===== src/rtl/arith_unit_seq.sv =====
// Sequential arithmetic unit: single-cycle add/sub/shift-left, WIDTH-cycle shift-add multiply.
// Results are held in DONE until the consumer accepts them.
module arith_unit_seq #(
    parameter int WIDTH = 16
) (
    input  logic             clk,
    input  logic             rst_n,
    input  logic             in_valid,
    output logic             in_ready,
    input  logic [WIDTH-1:0] ina,
    input  logic [WIDTH-1:0] inb,
    input  logic [1:0]       sel,
    output logic             out_valid,
    input  logic             out_ready,
    output logic [WIDTH-1:0] out,
    output logic             overflow
);

    localparam int CW = $clog2(WIDTH + 1);

    typedef enum logic [1:0] {IDLE, BUSY, DONE} state_t;
    typedef enum logic [1:0] {OP_ADD = 2'b00, OP_SUB = 2'b01, OP_MUL = 2'b10, OP_SHL = 2'b11} op_t;

    state_t state, state_nxt;
    op_t    op_in, op_r;

    logic [WIDTH-1:0]   a_r;
    logic [2*WIDTH-1:0] p_r;
    logic [2*WIDTH-1:0] p_step;
    logic [WIDTH:0]     step_sum;
    logic [CW-1:0]      cnt;
    logic               accept;
    logic               mul_last;

    logic [WIDTH-1:0]   add_res;
    logic [WIDTH-1:0]   sub_res;
    logic [2*WIDTH-1:0] shl_wide;
    logic [WIDTH-1:0]   imm_out;
    logic               imm_ovf;

    assign op_in     = op_t'(sel);
    assign in_ready  = rst_n && (state == IDLE);
    assign out_valid = (state == DONE);
    assign accept    = in_valid && in_ready;
    assign mul_last  = (cnt == CW'(WIDTH - 1));

    // p_r holds {partial product, remaining multiplier bits}; one shift-add per cycle
    always_comb begin
        step_sum = {1'b0, p_r[2*WIDTH-1:WIDTH]} + (p_r[0] ? {1'b0, a_r} : '0);
        p_step   = {step_sum, p_r[WIDTH-1:1]};
    end

    always_comb begin
        add_res  = ina + inb;
        sub_res  = ina - inb;
        shl_wide = {{WIDTH{1'b0}}, ina} << inb;
        imm_out  = '0;
        imm_ovf  = 1'b0;
        case (op_in)
            OP_ADD: begin
                imm_out = add_res;
                imm_ovf = (ina[WIDTH-1] == inb[WIDTH-1]) && (add_res[WIDTH-1] != ina[WIDTH-1]);
            end
            OP_SUB: begin
                imm_out = sub_res;
                imm_ovf = (ina[WIDTH-1] != inb[WIDTH-1]) && (sub_res[WIDTH-1] != ina[WIDTH-1]);
            end
            OP_SHL: begin
                if (inb >= WIDTH'(WIDTH)) begin
                    imm_out = '0;
                    imm_ovf = |ina;
                end else begin
                    imm_out = shl_wide[WIDTH-1:0];
                    imm_ovf = |shl_wide[2*WIDTH-1:WIDTH];
                end
            end
            default: begin
                imm_out = '0;
                imm_ovf = 1'b0;
            end
        endcase
    end

    always_ff @(posedge clk or negedge rst_n) begin
        if (!rst_n) state <= IDLE;
        else        state <= state_nxt;
    end

    always_comb begin
        state_nxt = state;
        case (state)
            IDLE: if (accept) state_nxt = (op_in == OP_MUL) ? BUSY : DONE;
            BUSY: if (mul_last || op_r != OP_MUL) state_nxt = DONE;
            DONE: if (out_ready) state_nxt = IDLE;
            default: state_nxt = IDLE;
        endcase
    end

    always_ff @(posedge clk or negedge rst_n) begin
        if (!rst_n) begin
            a_r      <= '0;
            p_r      <= '0;
            op_r     <= OP_ADD;
            cnt      <= '0;
            out      <= '0;
            overflow <= 1'b0;
        end else if (accept) begin
            a_r  <= ina;
            p_r  <= {{WIDTH{1'b0}}, inb};
            op_r <= op_in;
            cnt  <= '0;
            if (op_in != OP_MUL) begin
                out      <= imm_out;
                overflow <= imm_ovf;
            end
        end else if (state == BUSY) begin
            p_r <= p_step;
            // last iteration writes the result directly so DONE follows with no extra cycle
            if (mul_last) begin
                out      <= p_step[WIDTH-1:0];
                overflow <= |p_step[2*WIDTH-1:WIDTH];
            end else begin
                cnt <= cnt + CW'(1);
            end
        end
    end

endmodule


===== config.mk =====
export PLATFORM = sky130hd
export DESIGN_NAME = arith_unit_seq
export DESIGN_NICKNAME = d
export VERILOG_FILES = /design/src/rtl/arith_unit_seq.sv
export SDC_FILE = /design/constraint.sdc
export NUM_CORES = 1
export LEC_CHECK = 0
export ABC_AREA = 1
export ABC_CLOCK_PERIOD_IN_PS = 3500
export CORE_ASPECT_RATIO = 0.5
export CORE_MARGIN = 1
export CORE_UTILIZATION = 57
export CTS_CLUSTER_DIAMETER = 200
export DETAILED_ROUTE_END_ITERATION = 10
export GPL_TIMING_DRIVEN = 0
export HOLD_SLACK_MARGIN = 0.15
export PLACE_DENSITY = 0.81
export SYNTH_ARGS = -nofsm -noshare
export SYNTH_HDL_FRONTEND = slang
export SYNTH_SLANG_ARGS = --single-unit

===== constraint.sdc =====
create_clock -name clk -period 3.5 [get_ports clk]
set_input_delay 0.875 -clock clk [delete_from_list [all_inputs] [get_ports clk]]
set_output_delay 0.875 -clock clk [all_outputs]
set_load 0.01 [all_outputs]

After elaboration in Yosys (flattened, before gate mapping)
Index checks and enable logic that the tools add are counted.
{ "totals": {"register_bits": 74, "inputBits": 38, "out_inout_bits": 19, "wordCells": 68} }
{ "classes": {"addsub": 4, "n_lt_le_gt_ge": 1, "n_eq_ne": 17, "shift": 1, "n_mux": 23, "n_reduce_logical": 15} }
{ "ops": {"columns": ["cell", "n"], "rows": [
  ["16-bit two-way mux", 6],
  ["32-bit two-way mux", 2],
  ["16-bit case mux with 3 select lines", 1],
  ["16-bit OR reduction", 3],
  ["16-bit by 16-bit << shifter with 32-bit output", 1],
  ["16-bit by 16-bit adder with 17-bit output", 1],
  ["16-bit adder", 1],
  ["16-bit by 5-bit >= comparator with 1-bit output, second input constant", 1],
  ["16-bit subtractor", 1],
  ["5-bit two-way mux", 3],
  ["2-bit inequality test, second input constant", 5],
  ["2-bit two-way mux", 4],
  ["2-bit == test, second input constant", 3],
  ["2-bit case mux with 3 select lines", 1],
  ["3-bit AND reduction", 2],
  ["5-bit by 1-bit adder with 5-bit output, second input constant", 1],
  ["5-bit by 4-bit == test with 1-bit output, second input constant", 1],
  ["1-bit two-way mux", 5],
  ["2-bit by 1-bit == test with 1-bit output, second input constant", 2],
  ["1-bit logical AND", 4],
  ["2-bit logical NOT", 2],
  ["2-bit by 1-bit inequality test with 1-bit output, second input constant", 2],
  ["2-bit nonzero test", 2],
  ["1-bit inequality test", 3],
  ["4 further kinds", 4]
]} }

Depth between registers and ports, before layout
{ "logic_depth": {"word_depth": 6, "depth_mapped": 20} }

Worst setup path before layout
Ideal clock, no wire load.
{ "synth_path": {"path_kind": "input -> register", "start": "input inb[3]", "end": "register out[13]", "setup_time_ps": 134, "arrival_ps": 2895, "required_ps": 3366, "path_slack_ps": 472, "stages": 15, "n_path_buf": 3, "path_cell_list": "buf_6 inv_1 clkbuf_1 ha_1 buf_2 inv_1 nand3_1 o21ai_0 nand2_1 nand2_1 a31oi_1 xnor2_1 nor2_1 o21ai_0 o211ai_1"} }
{ "synth_between": {"elab_chain_cells": 5, "elab_cells_between_ends": 8, "cone_classes": "2 x add/sub; 1 x order compare; 1 x shift; 4 x mux"} }
{ "synth_lines": {"columns": ["element", "line_no", "rtl"], "rows": [
  ["from (decl)", "11", "input logic [WIDTH-1:0] inb,"],
  ["16-bit by 5-bit >= comparator with 1-bit output or 16-bit by 16-bit << shifter with 32-bit output (tied branches)", "69, 56", null],
  ["16-bit two-way mux", "69", "if (inb >= WIDTH'(WIDTH)) begin"],
  ["16-bit case mux with 3 select lines (*)", "59", "case (op_in)"],
  ["16-bit two-way mux (*)", "112", "if (op_in != OP_MUL) begin"],
  ["16-bit two-way mux (*)", "107", "end else if (accept) begin"],
  ["to (signal assigned)", "113", "out <= imm_out;"],
  ["to (signal assigned)", "120", "out <= p_step[WIDTH-1:0];"],
  ["to (decl)", "15", "output logic [WIDTH-1:0] out,"]
]} }
Mark *: on every way between the ends. The rest lies on a longest branch, timed or not. The select of a mux whose other input is x is not followed.
A chain may end at the register's enable or synchronous reset.

Worst setup path after layout
{ "layout_path": {"start": "input sel[0]", "end": "register out[10]"} }
{ "layout_between": {"elab_chain_cells": 4, "elab_cells_between_ends": 9, "cone_classes": "4 x eq/ne; 3 x mux; 2 x reduce/logical"} }
{ "layout_lines": {"columns": ["element", "line_no", "rtl"], "rows": [
  ["from (decl)", "12", "input logic [1:0] sel,"],
  ["2-bit == test, or another cell as far along", "59", null],
  ["16-bit case mux with 3 select lines", "59", null],
  ["16-bit two-way mux", "112", null],
  ["16-bit two-way mux", "107", null]
]} }
Parallel ways exist; a longest one is shown, timed or not. The select of a mux whose other input is x is not followed.

==> metrics <==
outcome=finished, final reports clean; DP HPWL=17200 um; share of cells above drive strength 1=8.00%; Mapped Nets=1116; met3 routed WL=2750 um; number of diodes=0; switch share=39.3%; Gate Count Post-Synth=1027; FF-to-FF Start=p_r[0]; GP Congestion=0.985; RSZ-0062 raised after global routing=no; final setup violation count=0; Final Core Density=70.4%; GR Overflow Total=0; hold crit path type=input port to async pin; All-Layer GR Usage=36.4%; Worst Setup Start Kind=input port; relative slew slack=about 50%; Worst Clk Skew=between 10 and 15 ps; Met2 Wirelength=9420 um; Ports=57; Max Root-Sink Buffers=2; Max-cap violations=0; crit path time final=approximately 3500 ps; dpl ws=-723 ps; Area Overhead vs Synth=16.8%; final WL=21800 um; H-tree depth=3; CP Data Arrival Time=~3700 ps; Worst EP required=roughly 3700 ps; vias after detailed routing=about 7400; synth warn=0; first-pass GRT wire length=34500 um; chip width=157 um; number of buffers created by CTS=9; beginning of the critical path=sel[0]; Vias/cell=slightly below 6; Least-Margin Pin Slew=about 730 ps; Initial Util=60.3%; clock power share=between 20% and 30%; Synth Area per Inst=~6.6 um^2; Sink Count=74; Seq/Total Area, Yosys=27.2%; post-route ant nets=0; CP endpoint kind=register; top routing layer in use=met4; WHS=418 ps; row count=27; Max Freq=289 MHz; VDD IR max=293 uV; core box area=0.0113 mm^2; pwr dens=536 mW/mm^2; clock-pin slew on the worst setup and hold paths=60 ps; CTS tree=done; overall die height=approximately 80 um; final worst path period share=a little over nine tenths; post-synthesis cell area=0.00682 mm^2; Power, Total=0.00427 W; leading area contributor after synthesis=dfrtp_1; TritonRoute pass-1 iters=6; Combinational Power Share=43.0%; nets@finish=about 1200; switching power=approximately 0.0017 W; initial antenna violation count=0; vias in the first global route=6766; Final Max Tran Viols=0; hold_buf cts=0; top cell type's share of synthesized area=a little over a quarter; drc violations=0; post-route setup slack=35.5 ps; Pleak=4.01 nW; Async SR Flop Fraction=100%; Seq cells post-synth=74; wire per inst=17.3 um; Skew-Pair Late Insertion Delay=330 ps; dominant synthesized flop cell=dfrtp_1; Root Buffer=clkbuf_16; Seq pwr share=32.8%; top post-synthesis cells by area=dfrtp_1, nand2_1, ha_1; port bufs=56; crit-path max FO=10; M1 WL=roughly 9000 um; Setup Crit Path Kind=input port to register; library cells used by synthesis=53; pin count of the biggest net entering global routing=56; Setup TNS=0 ps; die area=0.0124 mm^2; final hold violations=0; number of synthesized flops with an enable pin=0; internal power=approximately 0.0026 W; DR iter-0 viols=756
metal layers:
metal	vias up	track usage, %
li1	3543	-
met1	3432	49.2
met2	396	58.5
met3	43	8.84
met4	0	9.02
met5	-	0
cells in the final DEF (no fill, tap or decap), types with 3 or more instances in the layout:
master,Yosys,routed
o211ai_1,17,17
o21ai_0,79,76
nand2_2,4,4
xnor2_1,7,7
a21oi_1,71,71
nor3_2,1,3
buf_2,17,17
inv_2,8,8
nand3_1,50,50
clkdlybuf4s50_1,0,53
buf_4,2,4
nand3_2,7,7
o21ai_2,3,4
nand4_1,10,10
clkbuf_16,0,9
ha_1,48,47
a21oi_2,6,6
o21bai_1,5,5
a31oi_1,3,3
o21a_1,3,3
fa_1,3,3
nor2_4,3,3
clkinv_1,5,4
xor2_1,10,10
nand3b_1,3,3
buf_1,3,3
clkbuf_1,13,13
a21o_1,3,3
a22o_1,3,3
nand2_1,326,326
inv_1,103,102
nor2_1,82,82
o21ai_1,1,3
nor3_1,13,11
o221ai_1,18,18
dfrtp_1,74,74
area by class of cell:
cell class	instances	area, um^2
Timing Repair Buffer	58	588
Clock buffer	12	256
Sequential cell	74	1850
Inverter	117	447
Clock inverter	4	73.8
Buffer	37	199
Multi-Input combinational cell	798	4350
Fill cell	960	3350
Tap cell	159	199
logic make-up after synthesis:
kind of cell               share of synthesized area (%)
and+or+nand+nor                                     31.5
AOI/OAI and AO/OA                                   19.9
buffers and inverters                               9.45
DFF                                                 27.2
adders and majority gates                           9.69
xor gates and xnor gates                            2.18
muxes                                              0.147
critical path, cell delays in order:
cell and delay (ps):
clkdlybuf4s50_1 550, inv_1 80, nor2_1 570, clkinv_1 580, o311ai_0 790, nand2_1 140, o211ai_1 120
synth_stat cells (6+ instances only):
| library cell | instances |
|---|---|
| nand2_1 | 326 |
| inv_1 | 103 |
| nor2_1 | 82 |
| o21ai_0 | 79 |
| dfrtp_1 | 74 |
| a21oi_1 | 71 |
| nand3_1 | 50 |
| ha_1 | 48 |
| o221ai_1 | 18 |
| buf_2 | 17 |
| o211ai_1 | 17 |
| clkbuf_1 | 13 |
| nor3_1 | 13 |
| nand4_1 | 10 |
| xor2_1 | 10 |
| inv_2 | 8 |
| nand3_2 | 7 |
| xnor2_1 | 7 |
| a21oi_2 | 6 |
registers in the layout, indices dropped and copies added, names as in the netlist:
name and cells:
op_r 2, overflow 1, out 16, cnt 5, a_r 16, p_r 32, state 2
repair_timing:
item / in CTS / in global routing
gates resized for setup: 7 / 8
gates cloned: 0 / 0
hold endpoints to repair: 0 / 0
buffers inserted: 1 / 0
endpoints found under the setup margin: 10 / 8
pin swaps: 0 / 1
per-stage QoR:
step	cells	cell area, um^2
3_3_place_gp	1242	7580
2_1_floorplan	1027	6820
6_report	1259	7960
4_1_cts	1259	7950
5_1_grt	1259	7960
3_5_place_dp	1243	7600
power groups by stage:
stage,clock [W],sequential (W),combinational [W]
final,0.00103,0.00140,0.00183
after global routing,0.00106,0.00143,0.00204
after CTS,0.00103,0.00139,0.00181
after detailed placement,0,0.00139,0.00179
after global placement,0,0.00138,0.00173
after floorplan,0,0.00139,0.00112
final timing paths:
| check | end | slack (ps) | cells past startpoint |
|---|---|---|---|
| max in group asynchronous | a_r[5] | 2520 | 2 |
| max reg2reg | overflow | 410 | 16 |
| min reg2reg | a_r[13] | 490 | 2 |
| min in group clk | a_r[13] | 490 | 2 |
| max | out[10] | 40 | 7 |
| min | p_r[29] | 420 | 1 |
Power figures use the tool's default switching activity.
